<file path="config.mk">
export PLATFORM = sky130hd
export DESIGN_NAME = graphics_cmd_master
export DESIGN_NICKNAME = d
export VERILOG_FILES = /design/src/rtl/graphics_cmd_master.sv
export SDC_FILE = /design/constraint.sdc
export NUM_CORES = 1
export LEC_CHECK = 0
export ABC_AREA = 1
export CAP_MARGIN = 5
export CORE_AREA = 8 8 111 133
export CTS_CLUSTER_SIZE = 40
export DETAILED_ROUTE_END_ITERATION = 10
export DIE_AREA = 0 0 119 141
export GPL_TIMING_DRIVEN = 0
export PLACE_DENSITY = 0.8
export SKIP_CTS_REPAIR_TIMING = 1
export SLEW_MARGIN = 15
export SYNTH_ARGS = -nofsm -noshare
export SYNTH_HDL_FRONTEND = slang
export SYNTH_SLANG_ARGS = --single-unit
</file>
<file path="constraint.sdc">
create_clock -name Clk -period 2.6 [get_ports Clk]
set_input_delay 0.78 -clock Clk [delete_from_list [all_inputs] [get_ports Clk]]
set_output_delay 0.78 -clock Clk [all_outputs]
set_load 0.03 [all_outputs]
</file>
<file path="src/rtl/graphics_cmd_master.sv">
// Bus master that replays a queued draw request as 68000-style word writes
// to the graphics controller, then polls its status word until idle.
module graphics_cmd_master #(
    parameter int unsigned STROBE_CYCLES = 2,
    parameter int unsigned MAX_POLLS     = 255,
    parameter logic [15:0] X1_ADDR       = 16'h0002,
    parameter logic [15:0] Y1_ADDR       = 16'h0004,
    parameter logic [15:0] X2_ADDR       = 16'h0006,
    parameter logic [15:0] Y2_ADDR       = 16'h0008,
    parameter logic [15:0] COLOUR_ADDR   = 16'h000E,
    parameter logic [15:0] CMD_ADDR      = 16'h0000
) (
    input  logic        Clk,
    input  logic        Reset,
    input  logic        Req_Valid,
    output logic        Req_Ready,
    input  logic [15:0] Req_Cmd,
    input  logic [15:0] Req_X1,
    input  logic [15:0] Req_Y1,
    input  logic [15:0] Req_X2,
    input  logic [15:0] Req_Y2,
    input  logic [15:0] Req_Colour,
    output logic        Busy,
    output logic        Done,
    output logic        Timeout,
    output logic [15:0] AddressOut,
    output logic [15:0] DataOut,
    input  logic [15:0] DataIn,
    output logic        AS_L,
    output logic        UDS_L,
    output logic        LDS_L,
    output logic        GraphicsCS_L,
    output logic        RW
);

    typedef enum logic [1:0] {S_IDLE, S_SETUP, S_STROBE, S_RELEASE} phase_t;

    // step 0..5 are the register writes in bus order, step 6 is a status poll
    localparam logic [2:0] STEP_CMD    = 3'd5;
    localparam logic [2:0] STEP_POLL   = 3'd6;
    localparam logic [3:0] STROBE_LAST = 4'(STROBE_CYCLES - 1);
    localparam logic [7:0] POLL_LIMIT  = 8'(MAX_POLLS);

    phase_t      state, state_next;
    logic        done_next, timeout_next;
    logic [2:0]  step;
    logic [3:0]  strobe_cnt;
    logic [7:0]  poll_cnt;
    logic        idle_seen;
    logic [15:0] x1_q, y1_q, x2_q, y2_q, colour_q, cmd_q;
    logic        accept, poll_sample;
    logic        unused_data_bits;

    assign accept           = Req_Valid && Req_Ready;
    assign poll_sample      = (state == S_STROBE) && (strobe_cnt == STROBE_LAST) && (step == STEP_POLL);
    // only the idle flag of the status word matters
    assign unused_data_bits = ^DataIn[15:1];

    always_ff @(posedge Clk) begin
        if (Reset) begin
            state   <= S_IDLE;
            Done    <= 1'b0;
            Timeout <= 1'b0;
        end else begin
            // NOTE: non-blocking assignments so every register samples pre-edge values
            state   <= state_next;
            Done    <= done_next;
            Timeout <= timeout_next;
        end
    end

    always_comb begin
        // NOTE: defaults first so no path leaves a signal unassigned and infers a latch
        state_next   = state;
        done_next    = 1'b0;
        timeout_next = 1'b0;
        unique case (state)
            S_IDLE:   if (accept) state_next = S_SETUP;
            S_SETUP:  state_next = S_STROBE;
            S_STROBE: if (strobe_cnt == STROBE_LAST) state_next = S_RELEASE;
            S_RELEASE: begin
                if (step < STEP_CMD) begin
                    state_next = S_SETUP;
                end else if (step == STEP_CMD) begin
                    if (MAX_POLLS == 0) begin
                        state_next = S_IDLE;
                        done_next  = 1'b1;
                    end else begin
                        state_next = S_SETUP;
                    end
                end else if (idle_seen) begin
                    state_next = S_IDLE;
                    done_next  = 1'b1;
                end else if (poll_cnt == POLL_LIMIT) begin
                    state_next   = S_IDLE;
                    timeout_next = 1'b1;
                end else begin
                    state_next = S_SETUP;
                end
            end
            default:  state_next = S_IDLE;
        endcase
    end

    always_ff @(posedge Clk) begin
        if (Reset) begin
            step       <= '0;
            strobe_cnt <= '0;
            poll_cnt   <= '0;
            idle_seen  <= 1'b0;
        end else begin
            strobe_cnt <= (state == S_STROBE) ? strobe_cnt + 4'd1 : 4'd0;
            if (accept) begin
                step      <= '0;
                poll_cnt  <= '0;
                idle_seen <= 1'b0;
            end else begin
                if (state == S_RELEASE && state_next == S_SETUP && step != STEP_POLL)
                    step <= step + 3'd1;
                if (poll_sample) begin
                    idle_seen <= DataIn[0];
                    if (!DataIn[0]) poll_cnt <= poll_cnt + 8'd1;
                end
            end
        end
    end

    // NOTE: request holding registers carry no reset; they are only read after an accept loads them
    always_ff @(posedge Clk) begin
        if (accept) begin
            x1_q     <= Req_X1;
            y1_q     <= Req_Y1;
            x2_q     <= Req_X2;
            y2_q     <= Req_Y2;
            colour_q <= Req_Colour;
            cmd_q    <= Req_Cmd;
        end
    end

    always_comb begin
        Req_Ready    = (state == S_IDLE) && !Reset;
        Busy         = (state != S_IDLE);
        AS_L         = (state != S_STROBE);
        UDS_L        = (state != S_STROBE);
        LDS_L        = (state != S_STROBE);
        GraphicsCS_L = (state != S_STROBE);
        AddressOut   = '0;
        DataOut      = '0;
        RW           = 1'b1;
        if (state != S_IDLE) begin
            RW = 1'b0;
            unique case (step)
                3'd0: begin AddressOut = X1_ADDR;     DataOut = x1_q;     end
                3'd1: begin AddressOut = Y1_ADDR;     DataOut = y1_q;     end
                3'd2: begin AddressOut = X2_ADDR;     DataOut = x2_q;     end
                3'd3: begin AddressOut = Y2_ADDR;     DataOut = y2_q;     end
                3'd4: begin AddressOut = COLOUR_ADDR; DataOut = colour_q; end
                3'd5: begin AddressOut = CMD_ADDR;    DataOut = cmd_q;    end
                default: begin
                    AddressOut = CMD_ADDR;
                    RW         = 1'b1;
                end
            endcase
        end
    end

endmodule
</file>
After elaboration in Yosys (flattened, before gate mapping)

Cells that the tools add are included.

Bits in registers: 116
Input port bits: 115
Output and inout bits: 41
Logic and storage cells: 65

Add/subtract/negate cells: 3
Order comparisons: 1
Eq/ne operators: 14
Mux-type cells: 15
Bitwise operators: 3
Reductions and logical operators: 16

Operators by type and width:

| cell                | number |
|---|---|
| $pmux 16 s6         | 1 |
| $pmux 4 s5          | 1 |
| $mux 16             | 1 |
| $eq 3x3->1 const B  | 3 |
| $add 8x1->8 const B | 1 |
| $eq 8x8->1 const B  | 1 |
| $mux 1              | 8 |
| $pmux 2 s4          | 1 |
| $eq 3x2->1 const B  | 2 |
| $logic_and 1x1->1   | 6 |
| $reduce_or 6->1     | 1 |
| $reduce_or 5->1     | 1 |
| $add 4x1->4 const B | 1 |
| $eq 2x1->1 const B  | 2 |
| $eq 2x2->1 const B  | 2 |
| $eq 4x1->1 const B  | 1 |
| $mux 2              | 2 |
| $mux 4              | 1 |
| $reduce_or 2->1     | 2 |
| $reduce_or 4->1     | 1 |
| $add 3x1->3 const B | 1 |
| $eq 3x1->1 const B  | 1 |
| $logic_not 3->1     | 1 |
| $lt 3x3->1 const B  | 1 |
| other kinds (7)     | 9 |

Logic depth before layout (Yosys ltp)

Gate-level depths: netlist of run 1.

Depth in word-level cells: 9
Gate-level depth with buffers: 12
Depth with buffers taken out: 12

Worst setup path before layout of run 1

No wires, ideal clock.

Path type: reg-to-output
From: register step[2]
To: output port DataOut[10]
Data arrival time: 2.008 ns
Data required time: 1.820 ns
Slack: -0.188 ns
Stages on the path, launching flop included: 10
Buffers on the path: 4
Cell sequence: dfxtp_1 > buf_6 > inv_4 > buf_6 > buf_6 > ha_1 > clkbuf_1 > a32o_1 > nor2_1 > a31oi_1

Longest elaborated chain between the ends: 3
Elaborated cells on any way between the ends: 8
Classes of those cells: 5 x eq/ne; 2 x mux; 1 x reduce/logical

RTL lines:

| element                                  | RTL line | text |
|---|---|---|
| from (decl)                              | 46       | `logic [2:0] step;` |
| from (signal assigned)                   | 119      | `step <= step + 3'd1;` |
| $eq 3x3->1, or another cell as far along | 152      | `unique case (step)` |
| $pmux 16 s6 (*)                          | 152      |  |
| $mux 16 (*)                              | 150      | `if (state != S_IDLE) begin` |
| to (decl)                                | 27       | `output logic [15:0] DataOut,` |

Mark *: on every way between the ends. The rest lies on a longest branch, timed or not.

Worst setup path in the final report of run 1

From: register step[2]
To: output port DataOut[9]

Same word-level chain as after synthesis.

==> results_dict.tcl, run 1 <==
set metrics [dict create \
    status "finished with violations" \
    violations "setup timing" \
    fp.coreArea_mm2 0.0126 \
    row_count 45 \
    initial_core_util 0.394 \
    netlist_area_mm2 0.00494 \
    vias_per_cell 5.09 \
    synth_cells 380 \
    met1_usage 0.171 \
    hold_viol 0 \
    end_kind "primary output" \
    ir_drop_uv 522 \
    portBuffers 127 \
    grt_first_pass_wirelength_mm 20.3 \
    routed_wl_mm 14.5 \
    worst_slack_ns -0.346 \
    ys_ff_latch 116 \
    clk_path_buf_depth 2 \
    grt_max_degree 98 \
    layout-drive-gt1-share 0.319 \
    crit_path_start_kind "flip-flop" \
    die_height_um 141 \
    avgSynthCellArea_um2 13.0 \
    use_met3 0.0551 \
    place_congestion 0.829 \
    synth.largest_area_cell "edfxtp_1" \
    fillerInstances 903 \
    dieArea_mm2 0.0168 \
    grt_pass1_vias 3950 \
    ios 156 \
    die_w_um 119 \
    max_slew.worst_pin.slew_ns 0.870 \
    layout_commonest_cell "clkdlybuf4s50_1" \
    slowest_stage "dfxtp_4" \
    synth_edf_count 96 \
    clock_skew_ns 0.0102 \
    areaGrowthSynthToFinish_pct 57.4 \
    finalCriticalPeriod_ns 2.95 \
    busiest_layer "met2" \
    synth_top_area_share 0.583 \
    seq_area_frac_synth 0.664 \
    worstPathArrival_ns 2.17 \
    crit_chain "buf_8, clkinv_8, buf_8, buf_8, ha_4, buf_8, a32o_1, nor2_2, a31oi_4, buf_6" \
    numCtsBuffers 17 \
    fmax_mhz 339 \
    slew_viol_final 0 \
    cts.htree.levels 4 \
    clk_pin_slew_ns 0.05 \
    cts.sinks 116 \
    num_vias 3762 \
    cts_tree "yes" \
    wire_per_inst_um 19.6 \
    first_pass_iters 4 \
    critical_path_peak_fanout 7 \
    use_met2 0.270 \
    crit_path_frequent_cell "buf_8" \
    grt_usage 0.159 \
    synth_area_leaders "edfxtp_1 58%, dfxtp_1 8.1%, a32o_1 6.5%" \
    cellPowerDensity_mw_per_mm2 841 \
    synth_ff_type "edfxtp_1" \
    cp.required_ns 1.82 \
    final_core_util 0.619 \
    drtIter0Drc 228 \
    timing.max_cap.violations 0 \
    max_slew_margin 0.420 \
    fin_nets 690 \
    p_total_mw 6.54 \
    ant_nets 0 \
    grt_setup_unrepaired "yes" \
    critPathTopFamily "buffers and inverters" \
    clockRootBuffer "clkbuf_16" \
    crit_buf_inv 6 \
    clk_latency_ns 0.41 \
    synth-async-reset-ratio 0 \
    drc 0 \
    min_path_type "flip-flop to flip-flop" \
    layout_common_cells "100 x clkdlybuf4s50_1, 96 x edfxtp_1, 39 x buf_4" \
    fin_crit_sh 1.13 \
    antenna_found_initial 1 \
    hold_ws_ns 0.456 \
    ys_warn_count 0 \
    power_leakage_nw 2.93 \
    dpl.hpwl_mm 9.85 \
    slowest_delay_ns 0.35 \
    overflow 0 \
    synth_cell_types 34 \
    finalSetupViolCount 16 \
    path_class "flip-flop to primary output" \
]
## synth_stat cells, types with 4 or more instances
library cell	count
inv_1	19
nor2_1	29
nand3_1	35
a21oi_1	10
ha_1	12
buf_4	21
nand2_1	27
edfxtp_1	96
a32o_1	32
nand4_1	5
nor2_2	7
a31oi_1	17
buf_6	6
o21ai_1	5
inv_2	4
buf_2	6
dfxtp_1	20
## power breakdown
| part | switching [mW] | internal, mW | total, mW |
|---|---|---|---|
| logic | 1.14 | 0.821 | 1.96 |
| clock network | 0.755 | 1.48 | 2.24 |
| registers | 0.0676 | 2.28 | 2.35 |
## final timing paths
path | start | depth (start not counted) | endpoint | slack [ns]
setup / recovery | step[2] | 10 | DataOut[9] | -0.35
setup reg to reg | state[0] | 9 | poll_cnt[2] | 0.47
hold / removal | idle_seen | 1 | Timeout | 0.46
hold reg to reg | idle_seen | 1 | Timeout | 0.46
## cell families after synthesis
| logic type | count (synthesis) | share of synthesized area |
|---|---|---|
| and+or+nand+nor | 118 | 0.117 |
| DFF | 116 | 0.664 |
| xor gates and xnor gates | 2 | 0.00355 |
| adders and majority gates | 12 | 0.0304 |
| other | 1 | 0.000759 |
| AOI/OAI and AO/OA | 68 | 0.108 |
| buffers and inverters | 63 | 0.0760 |
## sequential cells by signal, summed over array words and instances, names as in the netlist
name and cells:
state 2, cmd_q 16, Timeout 1, y1_q 16
colour_q 16, poll_cnt 8, idle_seen 1, y2_q 16
x1_q 16, Done 1, step 3, x2_q 16
strobe_cnt 4
## stage by stage
step | area (um^2) | std cells | TNS [ns] | setup WS, ns
after floorplan | 5130 | 392 | -0.0172 | -0.0172
after global placement | 6610 | 683 | -46.52 | -0.999
after detailed placement | 6610 | 683 | -52.98 | -1.07
after CTS | 7160 | 713 | -24.98 | -1.52
after global routing | 7780 | 739 | -5.66 | -0.409
final | 7780 | 739 | -4.57 | -0.346
## metal layers
layer  vias to the layer above  share of wire
met1                      1825           0.38
met3                        26          0.063
met5                         -              0
li1                       1759              -
met4                         0          0.026
met2                       152           0.53
## cell type report
type,instances,area (um^2),share of cell area
antenna,1,2.50,0.000322
buffer,35,368,0.0473
clock buffer,23,448,0.0576
clock inverter,7,108,0.0138
inverter,28,133,0.0171
multi-input combinational,213,1670,0.215
sequential,116,3290,0.424
tap,164,205,0.0264
timing repair buffer,152,1550,0.199
(Power assumes the default switching activity.)
==> run 2: changes to the inputs <==
DONT_BUFFER_PORTS = 1   (was unset)
PLACE_DENSITY = 0.64   (was 0.8)
==> run 2 against run 1 <==
Effect of this change: the run still ends with setup timing left; register-to-register slack lost 0.25 ns; clock skew shrank 0.0042 ns; global-route usage shrank 1.1 points; critical endpoint is now DataOut[12]; clock power shrank 2%; clock-buffer cell count shrank 4; critical path depth shrank 1; combinational power shrank 23%; first-iteration DRC count shrank 53%; largest cell class unchanged; via count shrank 18%.
==> results_dict.tcl, run 2 (synthesized netlist as in run 1, its figures left out) <==
set metrics [dict create \
    status "finished with violations" \
    portBuffers 0 \
    fillerInstances 1048 \
    cts.htree.levels 4 \
    fin_tns_setup_ns -2.99 \
    worst_slack_ns -0.245 \
    fin_crit_sh 1.09 \
    min_path_cells 1 \
    place_congestion 0.784 \
    fmax_mhz 351 \
    vias_per_cell 5.14 \
    ios 156 \
    cellPowerDensity_mw_per_mm2 942 \
    grt_first_pass_wirelength_mm 18.4 \
    antenna_found_initial 3 \
    dpl.hpwl_mm 8.95 \
    ant_nets 0 \
    finalCriticalPeriod_ns 2.85 \
    timing.max_cap.violations 0 \
    drc 0 \
    row_count 45 \
    min_path_type "input pin to flip-flop" \
    end_kind "primary output" \
    grt_max_degree 98 \
    netSwitchingPower_mw 1.95 \
    clock_skew_ns 0.00603 \
    p_comb_frac 0.249 \
    critical_path_peak_fanout 7 \
    overflow 0 \
    cp.required_ns 1.82 \
    dieArea_mm2 0.0168 \
    grt_usage 0.148 \
    path_class "flip-flop to primary output" \
    clockRootBuffer "clkbuf_16" \
    clk_pin_slew_ns 0.05 \
    power.internal_mw 4.09 \
    clk_path_buf_depth 2 \
    max_slew.worst_pin.slew_ns 0.884 \
    num_vias 3088 \
    fp.coreArea_mm2 0.0126 \
    layout-drive-gt1-share 0.356 \
    finalSetupViolCount 17 \
    pwr-share-seq 0.388 \
    violations "setup timing" \
    first_pass_iters 4 \
    grt_pass1_vias 3196 \
    numCtsBuffers 17 \
    crit_path_start_kind "flip-flop" \
    grt_setup_unrepaired "yes" \
    cts_tree "yes" \
    fin_nets 549 \
    areaGrowthSynthToFinish_pct 29.7 \
    p_total_mw 6.04 \
    swShare 0.323 \
    hold_ws_ns 0.439 \
    slew_viol_final 0 \
    routed_wl_mm 12.8 \
    worstPathArrival_ns 2.07 \
    clock_power_share 0.362 \
    power_leakage_nw 2.26 \
    die_w_um 119 \
    clk_latency_ns 0.41 \
    max_slew_margin 0.411 \
    initial_core_util 0.394 \
    layout_commonest_cell "edfxtp_1" \
    die_height_um 141 \
    reg2reg_depth 9 \
    hold_viol 0 \
    drtIter0Drc 107 \
    layout_common_cells "96 x edfxtp_1, 35 x nand3_1, 29 x buf_4" \
    wire_per_inst_um 21.3 \
    cts.sinks 116 \
    ir_drop_uv 505 \
]
-- run 2: stage by stage --
step	worst slack [ns]	instances	cell area, um^2	utilization
2_1_floorplan	-0.0172	392	5130	-
3_3_place_gp	-0.642	556	5340	0.425
3_5_place_dp	-0.677	556	5340	0.425
4_1_cts	-1.11	588	5880	0.469
5_1_grt	-0.286	601	6410	0.510
6_report	-0.245	601	6410	0.510
-- run 2: final cells by class --
type,instances,area [um^2],area share
inverter,28,140,0.0219
tap,164,205,0.0320
clock inverter,13,116,0.0182
timing repair buffer,11,100,0.0156
clock buffer,19,433,0.0676
buffer,35,353,0.0551
antenna,2,5.00,0.000781
multi-input combinational,213,1760,0.275
sequential,116,3290,0.514
-- run 2: final timing paths --
check        startpoint     endpoint  slack [ns]
max reg2reg    state[0]  poll_cnt[2]        0.22
max             step[2]  DataOut[12]       -0.25
min               Reset     state[1]        0.44
min reg2reg   idle_seen      Timeout        0.46
-- run 2: critical path, stage by stage, from the launching register on --
cell and delay (ns):
dfxtp_4 0.34, buf_6 0.12, clkinv_8 0.05, buf_8 0.12, buf_8 0.12, ha_4 0.20, clkbuf_16 0.17, a32o_2 0.24
nor2_4 0.13, a31oi_4 0.16
-- run 2: layer usage --
metal,global-route usage,wire length (um),vias up
met5,0,13,-
met2,0.240,6430,111
li1,-,-,1474
met3,0.0555,812,24
met4,0.0781,370,2
met1,0.166,5150,1477
-- run 2: power groups by stage --
stage	Combinational, mW	Clock, mW	Sequential (mW)
3_5_place_dp	1.24	0	2.38
3_3_place_gp	1.22	0	2.37
4_1_cts	1.25	2.21	2.35
2_1_floorplan	1.04	0	2.36
6_report	1.51	2.19	2.34
5_1_grt	1.60	2.29	2.36
==> run 3: changes to the inputs <==
--- a/config.mk
+++ b/config.mk
@@ -6,13 +6,14 @@
 export NUM_CORES = 1
 export LEC_CHECK = 0
-export ABC_AREA = 1
 export CAP_MARGIN = 5
-export CORE_AREA = 8 8 111 133
+export CELL_PAD_IN_SITES_DETAIL_PLACEMENT = 0
+export CELL_PAD_IN_SITES_GLOBAL_PLACEMENT = 1
+export CORE_AREA = 8 8 110 132
 export CTS_CLUSTER_SIZE = 40
 export DETAILED_ROUTE_END_ITERATION = 10
-export DIE_AREA = 0 0 119 141
+export DIE_AREA = 0 0 118 140
 export DONT_BUFFER_PORTS = 1
 export GPL_TIMING_DRIVEN = 0
-export PLACE_DENSITY = 0.64
+export PLACE_DENSITY = 0.74
 export SKIP_CTS_REPAIR_TIMING = 1
 export SLEW_MARGIN = 15
==> constraint.sdc (replaced) <==
create_clock -name Clk -period 2.6 [get_ports Clk]
set_input_delay 0.26 -clock Clk [delete_from_list [all_inputs] [get_ports Clk]]
set_output_delay 0.26 -clock Clk [all_outputs]
set_load 0.03 [all_outputs]
==> run 3 against run 2 <==
Effect of this change: the run now ends clean; core utilization is 4.8 points higher; final area increased by 8.5%; synthesized cell count down 11%; setup slack better by 0.35 ns; cell count is 8.0% higher; combinational power rose by 7%; fmax rose by 14%; sequential cell count stayed put; area after synthesis is 2.7% lower.
==> results_dict.tcl, run 3 <==
set metrics [dict create \
    layout_common_cells "98 x dlygate4sd3_1, 96 x edfxtp_1, 24 x nor2_1" \
    fin_crit_sh 0.959 \
    min_path_cells 2 \
    critPathTopFamily "compound AO/OA/AOI/OAI gates" \
    seq_area_frac_synth 0.683 \
    reg2reg_depth 7 \
    overflow 0 \
    die_height_um 140 \
    place_congestion 0.784 \
    worstPathArrival_ns 2.23 \
    vias_per_cell 5.19 \
    synth_top_area_share 0.599 \
    wl_met1_mm 5.23 \
    end_kind "primary output" \
    max_slew.worst_pin.slew_ns 0.746 \
    initial_core_util 0.387 \
    cp.required_ns 2.34 \
    max_slew_margin 0.502 \
    crit_chain "inv_1, ha_2, clkbuf_4, a222oi_1, nor2_1, a221oi_2, nor2_4" \
    clockRootBuffer "clkbuf_16" \
    avgSynthCellArea_um2 14.2 \
    worstSetupPathDepth 7 \
    clock_skew_ns 0.0103 \
    fp.coreArea_mm2 0.0124 \
    p_total_mw 6.37 \
    layout-drive-gt1-share 0.258 \
    wire_per_inst_um 20.6 \
    synth-async-reset-ratio 0 \
    finalCriticalPeriod_ns 2.49 \
    synth_area_leaders "edfxtp_1 60%, dfxtp_1 8.3%, ha_1 3.1%" \
    ios 156 \
    portBuffers 0 \
    synth_cell_types 47 \
    routed_wl_mm 13.4 \
    clk_pin_slew_ns 0.05 \
    cts.sinks 116 \
    num_vias 3368 \
    ys_warn_count 0 \
    crit_path_start_kind "flip-flop" \
    numCtsBuffers 17 \
    slowest_stage "a222oi_1" \
    grt_max_degree 55 \
    r2r_start "state[0]" \
    fin_nets 598 \
    areaGrowthSynthToFinish_pct 44.5 \
    critical_path_peak_fanout 10 \
    ir_drop_uv 564 \
    final_core_util 0.559 \
    power_leakage_nw 2.52 \
    hold_start "Reset" \
    dieArea_mm2 0.0165 \
    synth_ff_type "edfxtp_1" \
    grt_pass1_vias 2916 \
    crit_buf_inv 2 \
    synth_edf_count 96 \
    place_ws_ns -0.304 \
    first_pass_iters 4 \
    finalSetupViolCount 0 \
    status "completed" \
    slew_viol_final 0 \
    antenna_found_initial 1 \
    drc 0 \
    cts_tree "yes" \
    crit_path_start "step[0]" \
    clk_latency_ns 0.42 \
    drtIter0Drc 285 \
    clk_path_buf_depth 2 \
    fin_tns_setup_ns 0 \
    synth.most_common_cell "edfxtp_1" \
    row_count 45 \
    synth_cells 339 \
    dpl.hpwl_mm 7.90 \
    synth_commonest_cells "96 x edfxtp_1, 37 x nor2_1, 21 x nand2_1, 20 x dfxtp_1, 16 x buf_4" \
    timing.max_cap.violations 0 \
    ant_nets 0 \
    topRoutingLayerUsed "met4" \
    path_class "flip-flop to primary output" \
    layout_commonest_cell "dlygate4sd3_1" \
    dr_wl_met3_um 908 \
    die_w_um 118 \
    netlist_area_mm2 0.00481 \
    slowest_delay_ns 0.45 \
    cellPowerDensity_mw_per_mm2 917 \
    min_path_type "input pin to flip-flop" \
    hold_viol 0 \
    worst_slack_ns 0.105 \
    grt_usage 0.135 \
    fmax_mhz 401 \
    dr_wl_met2_mm 6.88 \
    synth.largest_area_cell "edfxtp_1" \
    grt_first_pass_wirelength_mm 17.0 \
    cts.htree.levels 4 \
    ys_ff_latch 116 \
]
## run 3: through the flow
stage / hold WS [ns] / cell area, um^2 / cells
global placement: 0.335 / 5060 / 515
CTS: -0.101 / 5700 / 548
finish: 0.0548 / 6950 / 649
floorplan: 0.332 / 4860 / 351
detailed placement: 0.336 / 5090 / 516
global route: 0.0682 / 6950 / 649
## run 3: layer usage
metal / global-route usage / up-vias
li1: - / 1546
met4: 0.0689 / 0
met5: 0 / -
met3: 0.0422 / 27
met1: 0.151 / 1633
met2: 0.229 / 162
## run 3: cell type report
class,instances,area [um^2]
Antenna cell,1,2.50
Buffer,34,251
Clock buffer,17,425
Clock inverter,15,183
Fill cell,959,5490
Inverter,10,41.3
Multi-Input combinational cell,191,1520
Sequential cell,116,3290
Tap cell,164,205
Timing Repair Buffer,101,1040
## run 3: worst reg2reg max path, cell delays in order (launching register included)
cell and delay [ns]:
dfxtp_1 0.33, inv_1 0.10, ha_1 0.15, clkbuf_2 0.25
and3b_4 0.73, o2111a_1 0.29, o31a_1 0.25, mux2i_1 0.21
## run 3: final timing paths
path | endpoint | slack, ns
max reg2reg | step[0] | 0.21
max | DataOut[1] | 0.11
min reg2reg | strobe_cnt[0] | 0.46
min | Done | 0.05
## run 3: kinds of logic (layout without fill, tap and decap cells)
family / after synthesis / after routing / share of synthesized area
flip-flops: 116 / 116 / 0.683
AND/OR/NAND/NOR: 79 / 79 / 0.0786
AO/OA/AOI/OAI: 63 / 63 / 0.104
buffers and inverters: 44 / 177 / 0.0512
multiplexers: 19 / 19 / 0.0429
adder cells (fa/ha/maj): 12 / 12 / 0.0312
XOR/XNOR: 5 / 5 / 0.00910
other: 1 / 14 / 0.000780
## run 3: power by group
| part | switching (mW) | internal (mW) | total (mW) |
|---|---|---|---|
| Clock | 0.891 | 1.51 | 2.40 |
| Combinational | 1.10 | 0.505 | 1.61 |
| Sequential | 0.0740 | 2.29 | 2.36 |
| Total | 2.07 | 4.31 | 6.37 |
